--- src/rtl/boot_copier_pkg.sv ---
// Shared definitions for the boot ROM to RAM copier.
// The optional checksum is enabled with BOOT_COPIER_CHECKSUM_EN.
package boot_copier_pkg;

   typedef enum logic [1:0] {
      PRIME = 2'd0,
      COPY  = 2'd1,
      DONE  = 2'd2
   } state_e;

   localparam logic [15:0] DEFAULT_DST_BASE = 16'hF800;

endpackage

--- src/rtl/boot_copier.sv ---
// Copies COPY_LEN bytes from the boot ROM into RAM after reset, then releases the CPU.
// Define BOOT_COPIER_CHECKSUM_EN to build the running byte-sum accumulator.
module boot_copier
   import boot_copier_pkg::*;
#(
   parameter int          ROM_ADDR_W = 11,
   parameter int          COPY_LEN   = 2048,
   parameter logic [15:0] DST_BASE   = DEFAULT_DST_BASE
) (
   input  logic                  clk,
   input  logic                  reset,
   input  logic                  start,
   output logic [ROM_ADDR_W-1:0] rom_addr,
   input  logic [7:0]            rom_data,
   output logic [15:0]           ram_addr,
   output logic [7:0]            ram_wdata,
   output logic                  ram_we,
   input  logic                  ram_ready,
   output logic                  cpu_hold,
   output logic                  done,
   output logic [7:0]            checksum
);

   localparam int               IDX_W    = ROM_ADDR_W + 1;
   localparam logic [IDX_W-1:0] LAST_IDX = IDX_W'(COPY_LEN - 1);

   state_e           state_q;
   logic [IDX_W-1:0] idx_q;
   logic             cpu_hold_q;
   logic             done_q;
   logic             accept;

   assign accept = (state_q == COPY) && ram_ready;

   // Look one byte ahead on accept so the registered ROM keeps pace at 1 byte/cycle.
   assign rom_addr  = accept ? (idx_q[ROM_ADDR_W-1:0] + ROM_ADDR_W'(1))
                             : idx_q[ROM_ADDR_W-1:0];
   assign ram_addr  = DST_BASE + 16'(idx_q);
   assign ram_wdata = rom_data;
   assign ram_we    = (state_q == COPY);
   assign cpu_hold  = cpu_hold_q;
   assign done      = done_q;

   always_ff @(posedge clk) begin
      if (reset) begin
         state_q    <= PRIME;
         idx_q      <= '0;
         cpu_hold_q <= 1'b1;
         done_q     <= 1'b0;
      end else begin
         case (state_q)
            PRIME: state_q <= COPY;
            COPY: begin
               if (accept) begin
                  if (idx_q == LAST_IDX) begin
                     state_q    <= DONE;
                     cpu_hold_q <= 1'b0;
                     done_q     <= 1'b1;
                  end else begin
                     idx_q <= idx_q + IDX_W'(1);
                  end
               end
            end
            DONE: begin
               if (start) begin
                  state_q    <= PRIME;
                  idx_q      <= '0;
                  cpu_hold_q <= 1'b1;
                  done_q     <= 1'b0;
               end
            end
            default: state_q <= PRIME;
         endcase
      end
   end

`ifdef BOOT_COPIER_CHECKSUM_EN
   logic [7:0] checksum_q;
   logic [7:0] checksum_d;

   always_comb begin
      checksum_d = checksum_q;
      if ((state_q == DONE) && start) begin
         checksum_d = 8'h00;
      end else if (accept) begin
         checksum_d = checksum_q + rom_data;
      end
   end

   always_ff @(posedge clk) begin
      if (reset) begin
         checksum_q <= 8'h00;
      end else begin
         checksum_q <= checksum_d;
      end
   end

   assign checksum = checksum_q;
`else
   assign checksum = 8'h00;
`endif

endmodule

--- config.mk ---
export PLATFORM = sky130hd
export DESIGN_NAME = boot_copier
export DESIGN_NICKNAME = d
export VERILOG_FILES = /design/src/rtl/boot_copier_pkg.sv /design/src/rtl/boot_copier.sv
export SDC_FILE = /design/constraint.sdc
export NUM_CORES = 1
export LEC_CHECK = 0
export BUFFER_PORTS_ARGS = -buffer_cell sky130_fd_sc_hd__buf_2
export CORE_ASPECT_RATIO = 0.5
export CORE_MARGIN = 2
export CORE_UTILIZATION = 45
export DETAILED_ROUTE_END_ITERATION = 16
export GPL_TIMING_DRIVEN = 0
export PLACE_DENSITY = 0.74
export SLEW_MARGIN = 20
export SYNTH_ARGS = -nofsm -noshare
export SYNTH_HDL_FRONTEND = slang
export SYNTH_SLANG_ARGS = --single-unit
--- constraint.sdc ---
create_clock -name clk -period 2.7 [get_ports clk]
set_input_delay 0.27 -clock clk [delete_from_list [all_inputs] [get_ports clk]]
set_output_delay 0.27 -clock clk [all_outputs]
set_load 0.005 [all_outputs]
### Word-level counts from Yosys, hierarchy flattened

Cells that the tools add are included.

* muxes and demuxes: 17
* equal/unequal tests: 7
* add/subtract/negate cells: 3
* reductions and logical operators: 6

Operators with widths (count)
* 2-to-1 mux 12 bit: 3
* one-hot mux 12 bit (2 select lines): 1
* adder 12 x 13 -> 14 bit (first input constant): 1
* adder 12 x 1 -> 12 bit (second input constant): 1
* == test 12 x 11 -> 1 bit (second input constant): 1
* adder 11 x 1 -> 11 bit (second input constant): 1
* 2-to-1 mux 11 bit: 1
* AND reduction 4 bit: 2
* 2-to-1 mux 1 bit: 6
* 2-to-1 mux 2 bit: 3
* one-hot mux 2 bit (3 select lines): 1
* != test 2 x 1 -> 1 bit (second input constant): 2
* != test 2 bit (second input constant): 2
* one-hot mux 1 bit (2 select lines): 2
* AND reduction 3 bit: 1
* == test 2 x 1 -> 1 bit (second input constant): 1
* == test 2 bit (second input constant): 1
* logical NOT 2 bit: 1
* nonzero test 2 bit: 1
* logical AND 1 bit: 1

* logic and storage cells: 37
* output and inout port bits: 46
* register bits after elaboration: 16
* bits of input ports: 12

### Depth between registers and ports, before layout

Gate-level depths: netlist of run 1.

* depth after elaboration: 4
* depth in mapped cells: 5
* mapped depth without buffers: 5

### Worst setup path before layout of run 1

No wires, ideal clock.

* path type: register to register
* start: reg idx_q[0]
* end: reg idx_q[5]
* arrival: 1.742 ns
* buffers on the path: 0
* setup time: 0.122 ns
* clock period less this slack: 1.864 ns
* setup slack: 0.836 ns
* required time: 2.578 ns
* stages on the path, launching flop included: 6
* cell sequence: dfxtp_1 ha_1 nand3_2 o41ai_4 nor2_2 a221o_1

* word-level cells in the longest chain between the ends: 4
* elaborated cells between the ends (all ways): 7
* those cells by class: add/sub (1); eq/ne (2); mux (3); reduce/logical (1)

RTL lines
* from (decl): RTL line boot_copier.sv:28 `logic [IDX_W-1:0] idx_q;`
* from (signal assigned): RTL line boot_copier.sv:60 `idx_q <= idx_q + IDX_W'(1);`
* adder 12 x 1 -> 12 bit: RTL line boot_copier.sv:60
* 2-to-1 mux 12 bit: RTL line boot_copier.sv:55 `if (idx_q == LAST_IDX) begin`
* 2-to-1 mux 12 bit: RTL line boot_copier.sv:54 `if (accept) begin`
* one-hot mux 12 bit (2 select lines): RTL line boot_copier.sv:51 `case (state_q)`

Several ways; a longest one is shown, not always the timed one. The select of a mux whose other input is x is not followed.
A chain may end at the register's enable or synchronous reset.

### Worst setup path in the final report of run 1

* start: reg idx_q[0]
* end: out rom_addr[8]

* word-level cells in the longest chain between the ends: 2

RTL lines
* adder 11 x 1 -> 11 bit: RTL line boot_copier.sv:36 `assign rom_addr = accept ? (idx_q[ROM_ADDR_W-1:0] + ROM_ADDR_W'(1))`
* 2-to-1 mux 11 bit: RTL line boot_copier.sv:36
* to (decl): RTL line boot_copier.sv:13 `output logic [ROM_ADDR_W-1:0] rom_addr,`

No other way between the ends.

==> flow_metrics.env, run 1 <==
export IMPL_max_freq_ghz=0.445
export IMPL_ff2ff_path_depth=5
export IMPL_cts_max_level=1
export IMPL_hold_violations=0
export IMPL_grt_pass1_vias=879
export IMPL_ys_async_sr_fraction_pct=0
export IMPL_num_nets_final=215
export IMPL_synthFlopType="dfxtp_1"
export IMPL_hold_start="ram_ready"
export IMPL_fin_setup_tns_ns=0
export IMPL_syn2layout_area_growth_pct=26.4
export IMPL_cts_path_max_buffers=2
export IMPL_diodes=0
export IMPL_share_comb_of_total_power_pct=12.4
export IMPL_regArea_sq_um=320
export IMPL_synth_edf_count=0
export IMPL_synth_most_common_cell="buf_4"
export IMPL_ys_seq_area_share_pct=25.8
export IMPL_cts_hold_buf=0
export IMPL_track_usage_pct=16.5
export IMPL_yosysUniqueCellTypes=43
export IMPL_pwr_share_clk_pct=41.2
export IMPL_row_count=13
export IMPL_via_per_inst=4.85
export IMPL_clk_pin_slew_ns=0.06
export IMPL_crit_start="idx_q[0]$_SDFFE_PP0P_"
export IMPL_numCtsBuffers=3
export IMPL_gp_congestion=0.886
export IMPL_final_core_util_pct=60.4
export IMPL_initial_utilization_pct=47.8
export IMPL_hp_class="in2reg"
export IMPL_multi_input_area_sq_um=679
export IMPL_wl_per_cell_um=11.1
export IMPL_drt_pass1_iterations=4
export IMPL_p_int_mw=0.403
export IMPL_die_x_um=78.3
export IMPL_grt_max_degree=11
export IMPL_fin_skew_ns=0.00321
export IMPL_critPathSlowestCell="dfxtp_1"
export IMPL_vias=1154
export IMPL_finalMaxSlewViolations=0
export IMPL_place_hpwl_mm=2.02
export IMPL_p_per_area_nw_per_um2=333
export IMPL_cts_sinks=16
export IMPL_path_max_fanout=8
export IMPL_p_leak_nw=0.744
export IMPL_p_sw_share_pct=22.8
export IMPL_crit_path_end_kind="output pin"
export IMPL_antenna_found_initial=0
export IMPL_crit_chain="ha_1 > nand3_2 > nor3_1 > nand2_1 > xnor2_1 > buf_2"
export IMPL_synth_common_cells="buf_4, dfxtp_1, nand2_1, xnor2_1"
export IMPL_drive_above_1_share_pct=42.8
export IMPL_die_area_sq_um=3230
export IMPL_drc=0
export IMPL_rsz0062_at_grt="no"
export IMPL_cts_setup_buffers=0
export IMPL_syn_inst=150
export IMPL_worstPathArrival_ns=1.98
export IMPL_status="complete, no violations"
export IMPL_synth_area_top_cells="dfxtp_1, buf_4, xnor2_1"
export IMPL_ys_warn_count=0
export IMPL_relSlewSlack_pct=58.3
export IMPL_ios=58
export IMPL_numPortBuffers=40
export IMPL_clock_latency_ns=0.25
export IMPL_post_synth_top_area_fraction_pct=25.8
export IMPL_r2r_start="idx_q[0]$_SDFFE_PP0P_"
export IMPL_critPathKind="reg2out"
export IMPL_wirelength_mm=2.65
export IMPL_period_minus_slack_ns=2.25
export IMPL_core_area_sq_um=2600
export IMPL_tritoncts="done"
export IMPL_cts_root_buf="clkbuf_8"
export IMPL_worst_slew_pin_slew_ns=0.619
export IMPL_required_ns=2.43
export IMPL_post_synth_cell_area_avg_sq_um=8.29
export IMPL_final_antenna_net_count=0
export IMPL_ir_worst_vdd_v=0.000128
export IMPL_critPathMaxStageDelay_ns=0.45
export IMPL_drtIter0Drc=32
export IMPL_ys_ff_latch=16
export IMPL_grt_pass1_wl_mm=3.88
export IMPL_netSwitchingPower_mw=0.119
export IMPL_finalSetupViolCount=0
export IMPL_crit_path_start_kind="flop"
export IMPL_drv_cap=0
export IMPL_grt_overflow_total=0
export IMPL_post_cts_resized=0
export IMPL_sequentialPowerShare_pct=46.4
export IMPL_min_period_over_period_pct=83.3
export IMPL_hold_depth=2
export IMPL_n_fill_cell=244
export IMPL_synthesis_area_sq_um=1240
export IMPL_die_h_um=41.2
export IMPL_netlist_top_cell_by_area="dfxtp_1"
==> cell usage in the layout, fill, tap and decap left out, drive strengths merged, types with 3 or more instances in the layout <==
cell	instances
a21oi	7
nand3	9
xor2	4
clkbuf	7
nor2	8
nor2b	5
nand2	10
a22o	3
a311oi	3
buf	74
conb	8
nor4	4
xnor2	8
inv	3
dfxtp	16
==> kinds of logic (layout without fill, tap and decap cells) <==
kind of cell / Yosys count / in the layout / synth area share [%]
simple gates: 53 / 53 / 24.4
buf+inv: 40 / 84 / 21.7
compound gates: 27 / 27 / 18.3
flops: 16 / 16 / 25.8
xor+xnor: 12 / 12 / 8.45
fa+ha+maj: 1 / 1 / 1.01
other cells: 1 / 8 / 0.302
==> layout make-up <==
cell class / instances / area share (%)
Multi-Input combinational cell: 101 / 43.2
Clock buffer: 4 / 3.50
Buffer: 37 / 16.5
Tap cell: 37 / 2.95
Timing Repair Buffer: 40 / 12.7
Inverter: 3 / 0.717
Sequential cell: 16 / 20.4
==> path summary, 6_finish.rpt <==
kind / to / slack (ns)
max: rom_addr[8] / 0.45
min: state_q[0]$_SDFFE_PP0P_ / 0.26
max reg2reg: idx_q[5]$_SDFFE_PP0P_ / 0.52
min reg2reg: cpu_hold$_SDFFE_PP1P_ / 0.47
==> power by group through the flow <==
stage	sequential, mW	combinational (mW)	clock (mW)
3_5_place_dp	0.248	0.0639	0
4_1_cts	0.242	0.0641	0.225
6_report	0.243	0.0646	0.216
2_1_floorplan	0.247	0.0458	0
3_3_place_gp	0.248	0.0637	0
5_1_grt	0.243	0.0715	0.237
==> metal layers <==
metal | up-vias | global-route usage, % | wire length (um)
li1 | 595 | - | -
met1 | 502 | 20.2 | 1220
met2 | 53 | 28.9 | 1190
met3 | 4 | 5.29 | 208
met4 | 0 | 5.26 | 29
met5 | - | 0 | 0
==> critical path, delay by kind of cell, from the launching register on <==
kind          cells  cell delay [ns]
xor+xnor          1             0.14
fa+ha+maj         1             0.27
buf+inv           1             0.13
flops             1             0.45
simple gates      3             0.72
==> flip-flops by register name, summed over array words and instances, names as in the netlist <==
register and cells:
state_q 2, done 1, idx_q 12, cpu_hold 1
==> stage by stage <==
step | setup slack (ns) | instances | total power, mW | cell area (sq um) | hold slack [ns]
6_report | 0.452 | 238 | 0.523 | 1570 | 0.256
3_3_place_gp | 0.560 | 234 | 0.311 | 1520 | 0.444
2_1_floorplan | 0.836 | 157 | 0.293 | 1270 | 0.391
3_5_place_dp | 0.548 | 234 | 0.312 | 1520 | 0.459
4_1_cts | 0.470 | 238 | 0.532 | 1570 | 0.248
5_1_grt | 0.277 | 238 | 0.551 | 1570 | 0.248
No activity file was read; power rests on OpenSTA's default activity.
==> run 2, diff against run 1 <==
--- a/config.mk
+++ b/config.mk
@@ -5,13 +5,14 @@
 export SDC_FILE = /design/constraint.sdc
 export NUM_CORES = 1
 export LEC_CHECK = 0
+export ABC_AREA = 1
 export BUFFER_PORTS_ARGS = -buffer_cell sky130_fd_sc_hd__buf_2
 export CORE_ASPECT_RATIO = 0.5
 export CORE_MARGIN = 2
 export CORE_UTILIZATION = 45
 export DETAILED_ROUTE_END_ITERATION = 16
 export GPL_TIMING_DRIVEN = 0
-export PLACE_DENSITY = 0.74
+export PLACE_DENSITY = 0.72
 export SLEW_MARGIN = 20
 export SYNTH_ARGS = -nofsm -noshare
 export SYNTH_HDL_FRONTEND = slang
==> constraint.sdc (replaced) <==
create_clock -name clk -period 2.3 [get_ports clk]
set_input_delay 0.23 -clock clk [delete_from_list [all_inputs] [get_ports clk]]
set_output_delay 0.23 -clock clk [all_outputs]
set_load 0.005 [all_outputs]
==> flow_metrics.env, run 2 <==
export IMPL_status="complete, no violations"
export IMPL_critPathMaxStageDelay_ns=0.43
export IMPL_ys_async_sr_fraction_pct=0
export IMPL_finalMaxSlewViolations=0
export IMPL_p_leak_nw=0.906
export IMPL_crit_path_end_kind="output pin"
export IMPL_n_fill_cell=275
export IMPL_grt_use_met3_pct=4.74
export IMPL_critPathKind="reg2out"
export IMPL_grt_overflow_total=0
export IMPL_crit_path_start_kind="flop"
export IMPL_netlist_top_cell_by_area="dfxtp_1"
export IMPL_diodes=0
export IMPL_largest_register="idx_q"
export IMPL_p_per_area_nw_per_um2=563
export IMPL_final_core_util_pct=61.8
export IMPL_post_synth_cell_area_avg_sq_um=6.36
export IMPL_clk_pin_slew_ns=0.07
export IMPL_ios=58
export IMPL_ff2ff_path_depth=10
export IMPL_row_count=13
export IMPL_ir_worst_vdd_v=0.000457
export IMPL_synthesis_area_sq_um=1340
export IMPL_r2r_slack_ns=0.65
export IMPL_ys_warn_count=0
export IMPL_die_h_um=42.6
export IMPL_cts_root_buf="clkbuf_8"
export IMPL_grt_max_degree=11
export IMPL_num_nets_final=277
export IMPL_ys_ff_latch=16
export IMPL_antenna_found_initial=0
export IMPL_use_met2_pct=26.9
export IMPL_die_x_um=81.2
export IMPL_wl_per_cell_um=9.79
export IMPL_hold_depth=2
export IMPL_cts_sinks=16
export IMPL_crit_buf_inv=2
export IMPL_largest_register_ffs=12
export IMPL_period_minus_slack_ns=2.13
export IMPL_required_ns=2.07
export IMPL_synthFlopType="dfxtp_1"
export IMPL_post_synth_top_area_fraction_pct=23.9
export IMPL_rsz0062_at_grt="no"
export IMPL_min_period_over_period_pct=92.7
export IMPL_place_hpwl_mm=2.30
export IMPL_initial_utilization_pct=49.4
export IMPL_grt_pass1_vias=1069
export IMPL_core_area_sq_um=2720
export IMPL_fin_setup_tns_ns=0
export IMPL_final_antenna_net_count=0
export IMPL_top_usage_layer="met2"
export IMPL_drc=0
export IMPL_max_freq_ghz=0.469
export IMPL_rr_endpoint="idx_q[10]$_SDFFE_PP0P_"
export IMPL_cts_max_level=1
export IMPL_clock_latency_ns=0.25
export IMPL_drv_cap=0
export IMPL_synth_edf_count=0
export IMPL_ys_seq_area_share_pct=23.9
export IMPL_hold_end="done$_SDFFE_PP0P_"
export IMPL_wirelength_mm=2.94
export IMPL_yosysUniqueCellTypes=25
export IMPL_gp_congestion=0.827
export IMPL_numPortBuffers=41
export IMPL_tritoncts="done"
export IMPL_path_max_fanout=10
export IMPL_r2r_start="idx_q[0]$_SDFFE_PP0P_"
export IMPL_finalSetupViolCount=0
export IMPL_critPathMostFrequentCell="nand2_4"
export IMPL_multi_input_area_sq_um=718
export IMPL_cts_path_max_buffers=2
export IMPL_grt_pass1_wl_mm=4.71
export IMPL_hold_violations=0
export IMPL_drt_pass1_iterations=4
export IMPL_hold_start="reset"
export IMPL_die_area_sq_um=3460
export IMPL_drive_above_1_share_pct=36.1
export IMPL_drtIter0Drc=97
export IMPL_hp_class="in2reg"
export IMPL_post_cts_resized=0
export IMPL_path_delay_family="simple AND/OR/NAND/NOR gates"
export IMPL_synth_area_top_cells="dfxtp_1, buf_4, nand2_1"
export IMPL_cts_setup_buffers=0
export IMPL_numCtsBuffers=3
export IMPL_most_common_layout_cells="nand2_1, buf_2, buf_4"
export IMPL_vias=1377
export IMPL_synth_common_cells="nand2_1, buf_4, nand3_1, nor2_1, inv_1"
export IMPL_regArea_sq_um=320
export IMPL_gr_usage_met1_pct=24.7
export IMPL_track_usage_pct=17.6
export IMPL_via_per_inst=4.59
export IMPL_largestRegisters="idx_q: 12 flops, state_q: 2 flops"
export IMPL_crit_chain="ha_1 > nand2_1 > nor2_4 > nand3_2 > nand2_4 > nand2_4 > nand2_4 > buf_8 > o22ai_1 > buf_2"
export IMPL_layout_commonest_cell="nand2_1"
export IMPL_worstPathArrival_ns=1.90
export IMPL_fin_skew_ns=0.00173
export IMPL_critPathSlowestCell="dfxtp_1"
export IMPL_cts_hold_buf=0
export IMPL_syn2layout_area_growth_pct=25.1
export IMPL_synth_most_common_cell="nand2_1"
export IMPL_syn_inst=211
run 2: cell types whose count changed in the layout (fill, tap and decap cells not counted), moves of 5 or more:
cell / delta
nand2_1: +51
nand3_1: +15
inv_1: +14
nor2_1: +14
xnor2_1: -7
o21ai_0: +6
nor2b_1: -5
run 2: logic make-up after synthesis:
logic type,count (synthesis),share of synthesized area (%)
AND/OR/NAND/NOR,122,42.5
adder cells (fa/ha/maj),1,0.933
AO/OA/AOI/OAI,13,4.94
buffers and inverters,54,24.8
XOR/XNOR,4,2.61
flip-flops,16,23.9
other,1,0.280
run 2: area by class of cell:
cell class                      instances  share of cell area (%)
Buffer                                 34                    15.4
Clock buffer                            4                    3.28
Tap cell                               37                    2.76
Inverter                               20                    4.47
Multi-Input combinational cell        148                    42.8
Sequential cell                        16                    19.1
Timing Repair Buffer                   41                    12.2
run 2: report_power, final:
group          leakage [nW]  switching, mW  internal (mW)
clock network        0.0288          0.103          0.152
logic                 0.747          0.190          0.158
registers             0.131         0.0338          0.307
total                 0.906          0.327          0.617
run 2: how the worst max path moves through the flow:
stage                                     start     endpoint  slack [ns]  cells after the start
after floorplan           idx_q[0]$_SDFFE_PP0P_  rom_addr[8]        0.76                      9
after global placement    idx_q[0]$_SDFFE_PP0P_  rom_addr[4]        0.46                      9
after detailed placement  idx_q[0]$_SDFFE_PP0P_  rom_addr[4]        0.45                      9
after CTS                 idx_q[0]$_SDFFE_PP0P_  rom_addr[4]        0.16                      9
after global routing      idx_q[0]$_SDFFE_PP0P_  rom_addr[8]        0.02                     10
final                     idx_q[0]$_SDFFE_PP0P_  rom_addr[8]        0.17                     10
run 2: worst reg2reg max path: cells and delay by family, from the launching register on:
kind                     cells  cell delay [ns]
buffers and inverters        1             0.15
AND/OR/NAND/NOR              8             0.82
adder cells (fa/ha/maj)      1             0.21
flip-flops                   1             0.43
run 2: layer usage:
metal / part of all wire, % / vias up
li1: - / 721
met1: 50 / 601
met2: 42 / 53
met3: 7.8 / 2
met4: 0.71 / 0
met5: 0 / -
run 2: through the flow:
| step | cells | instance area (sq um) | power [mW] | hold slack [ns] | worst slack [ns] |
|---|---|---|---|---|---|
| 2_1_floorplan | 218 | 1370 | 0.592 | 0.299 | 0.762 |
| 3_3_place_gp | 296 | 1620 | 0.690 | 0.454 | 0.459 |
| 3_5_place_dp | 296 | 1620 | 0.694 | 0.456 | 0.451 |
| 4_1_cts | 300 | 1670 | 0.955 | 0.190 | 0.158 |
| 5_1_grt | 300 | 1680 | 1.02 | 0.207 | 0.0164 |
| 6_report | 300 | 1680 | 0.944 | 0.206 | 0.169 |
==> run 3, diff against run 2 <==
--- a/config.mk
+++ b/config.mk
@@ -6,13 +6,14 @@
 export NUM_CORES = 1
 export LEC_CHECK = 0
 export ABC_AREA = 1
-export BUFFER_PORTS_ARGS = -buffer_cell sky130_fd_sc_hd__buf_2
 export CORE_ASPECT_RATIO = 0.5
 export CORE_MARGIN = 2
 export CORE_UTILIZATION = 45
 export DETAILED_ROUTE_END_ITERATION = 16
+export DONT_BUFFER_PORTS = 1
 export GPL_TIMING_DRIVEN = 0
-export PLACE_DENSITY = 0.72
+export PLACE_DENSITY = 0.56
+export SETUP_SLACK_MARGIN = 0.2
 export SLEW_MARGIN = 20
 export SYNTH_ARGS = -nofsm -noshare
 export SYNTH_HDL_FRONTEND = slang
==> flow_metrics.env, run 3 (synthesis gave the netlist of run 2 again) <==
export IMPL_status="complete, no violations"
export IMPL_cts_sinks=16
export IMPL_cts_setup_buffers=0
export IMPL_regArea_sq_um=322
export IMPL_row_count=13
export IMPL_clk_pin_slew_ns=0.06
export IMPL_diodes=0
export IMPL_drive_above_1_share_pct=24.8
export IMPL_drt_pass1_iterations=4
export IMPL_track_usage_pct=17.9
export IMPL_drv_cap=0
export IMPL_period_minus_slack_ns=1.94
export IMPL_final_antenna_net_count=0
export IMPL_wl_per_cell_um=11.4
export IMPL_layout_commonest_cell="nand2_1"
export IMPL_gp_congestion=0.853
export IMPL_most_common_layout_cells="nand2_1, buf_4, nand3_1"
export IMPL_multi_input_area_sq_um=718
export IMPL_antenna_found_initial=0
export IMPL_numPortBuffers=0
export IMPL_tritoncts="done"
export IMPL_initial_utilization_pct=49.4
export IMPL_required_ns=2.07
export IMPL_cts_max_level=1
export IMPL_total_power_mw=0.899
export IMPL_fin_skew_ns=0.00284
export IMPL_p_per_area_nw_per_um2=610
export IMPL_crit_path_start_kind="flop"
export IMPL_fin_setup_tns_ns=0
export IMPL_cts_hold_buf=0
export IMPL_wirelength_mm=2.96
export IMPL_max_freq_ghz=0.516
export IMPL_critPathSlowestCell="dfxtp_2"
export IMPL_final_area_sq_um=1470
export IMPL_placed_area_sq_um=1410
export IMPL_finalSetupViolCount=0
export IMPL_grt_overflow_total=0
export IMPL_place_hpwl_mm=2.33
export IMPL_ios=58
export IMPL_drtIter0Drc=65
export IMPL_layoutNonFillerInstCount=259
export IMPL_p_leak_nw=0.722
export IMPL_critPathMostFrequentCell="nand2_4"
export IMPL_n_fill_cell=301
export IMPL_hold_violations=0
export IMPL_largestRegisters="idx_q: 12 flops, state_q: 2 flops"
export IMPL_via_per_inst=4.69
export IMPL_finalMaxSlewViolations=0
export IMPL_dp_slack_ns=0.477
export IMPL_clock_latency_ns=0.25
export IMPL_numCtsBuffers=3
export IMPL_die_x_um=81.2
export IMPL_crit_chain="ha_1 > nand2_1 > nor2_4 > nand3_2 > nand2_4 > nand2_4 > nand2_4 > buf_8 > o22ai_1"
export IMPL_critPathKind="reg2out"
export IMPL_worstPathArrival_ns=1.71
export IMPL_num_nets_final=236
export IMPL_hp_class="in2reg"
export IMPL_cts_path_max_buffers=2
export IMPL_largest_register_ffs=12
export IMPL_ir_worst_vdd_v=0.000371
export IMPL_min_period_over_period_pct=84.3
export IMPL_die_h_um=42.6
export IMPL_core_area_sq_um=2720
export IMPL_critPathMaxStageDelay_ns=0.39
export IMPL_syn2layout_area_growth_pct=9.89
export IMPL_path_delay_family="simple AND/OR/NAND/NOR gates"
export IMPL_vias=1214
export IMPL_cts_root_buf="clkbuf_8"
export IMPL_placed_cells=255
export IMPL_crit_path_end_kind="output pin"
export IMPL_grt_pass1_vias=999
export IMPL_die_area_sq_um=3460
export IMPL_grt_pass1_wl_mm=4.71
export IMPL_grt_max_degree=11
export IMPL_setup_ws_ns=0.361
export IMPL_drc=0
export IMPL_largest_register="idx_q"
export IMPL_crit_buf_inv=1
export IMPL_rsz0062_at_grt="no"
export IMPL_path_max_fanout=10
==> run 3: cell count changes in the layout (fill, tap and decap cells not counted), sizes merged <==
cell and change:
buf -41
==> run 3: final cells by class <==
type | count | area share [%]
multi-input combinational | 148 | 48.7
sequential | 16 | 21.8
buffer | 34 | 17.5
inverter | 20 | 5.09
clock buffer | 4 | 3.74
tap | 37 | 3.14
==> run 3: per-layer routing <==
layer / wire (um) / GRT usage [%]
met1: 1470 / 25.6
met2: 1220 / 27.8
met3: 258 / 4.96
met4: 10 / 2.03
met5: 0 / 0
==> run 3: path summary, 6_finish.rpt <==
path	startpoint	to	slack (ns)	cells past startpoint
setup reg to reg	idx_q[0]$_SDFFE_PP0P_	idx_q[0]$_SDFFE_PP0P_	0.72	10
hold / removal	reset	done$_SDFFE_PP0P_	0.04	1
setup / recovery	idx_q[0]$_SDFFE_PP0P_	rom_addr[8]	0.36	9
hold reg to reg	done$_SDFFE_PP0P_	done$_SDFFE_PP0P_	0.48	2
==> run 3: what timing repair did <==
action                                  in CTS  in global routing
endpoints found under the setup margin       1                  2
hold endpoints to repair                     0                  0
resized for setup                            1                  1
==> run 3: worst reg2reg max path, cell delays in order, from the launching register on <==
cell,delay (ns)
dfxtp_2,0.35
ha_1,0.22
nand2_1,0.12
nor2_4,0.06
nand3_2,0.10
nand2_4,0.08
nand2_4,0.09
nand2_4,0.07
nor2_2,0.26
nand2_1,0.09
nand2_1,0.06
==> run 3: where the power goes <==
group | internal, mW | switching, mW | leakage, nW
Sequential | 0.308 | 0.0368 | 0.131
Combinational | 0.121 | 0.178 | 0.562
Clock | 0.152 | 0.103 | 0.0288
==> run 3: through the flow <==
stage          hold slack (ns)  util (%)
2_1_floorplan            0.299         -
3_3_place_gp             0.303      52.0
3_5_place_dp             0.303      52.0
4_1_cts                 0.0328      54.2
5_1_grt                 0.0410      54.3
6_report                0.0375      54.3
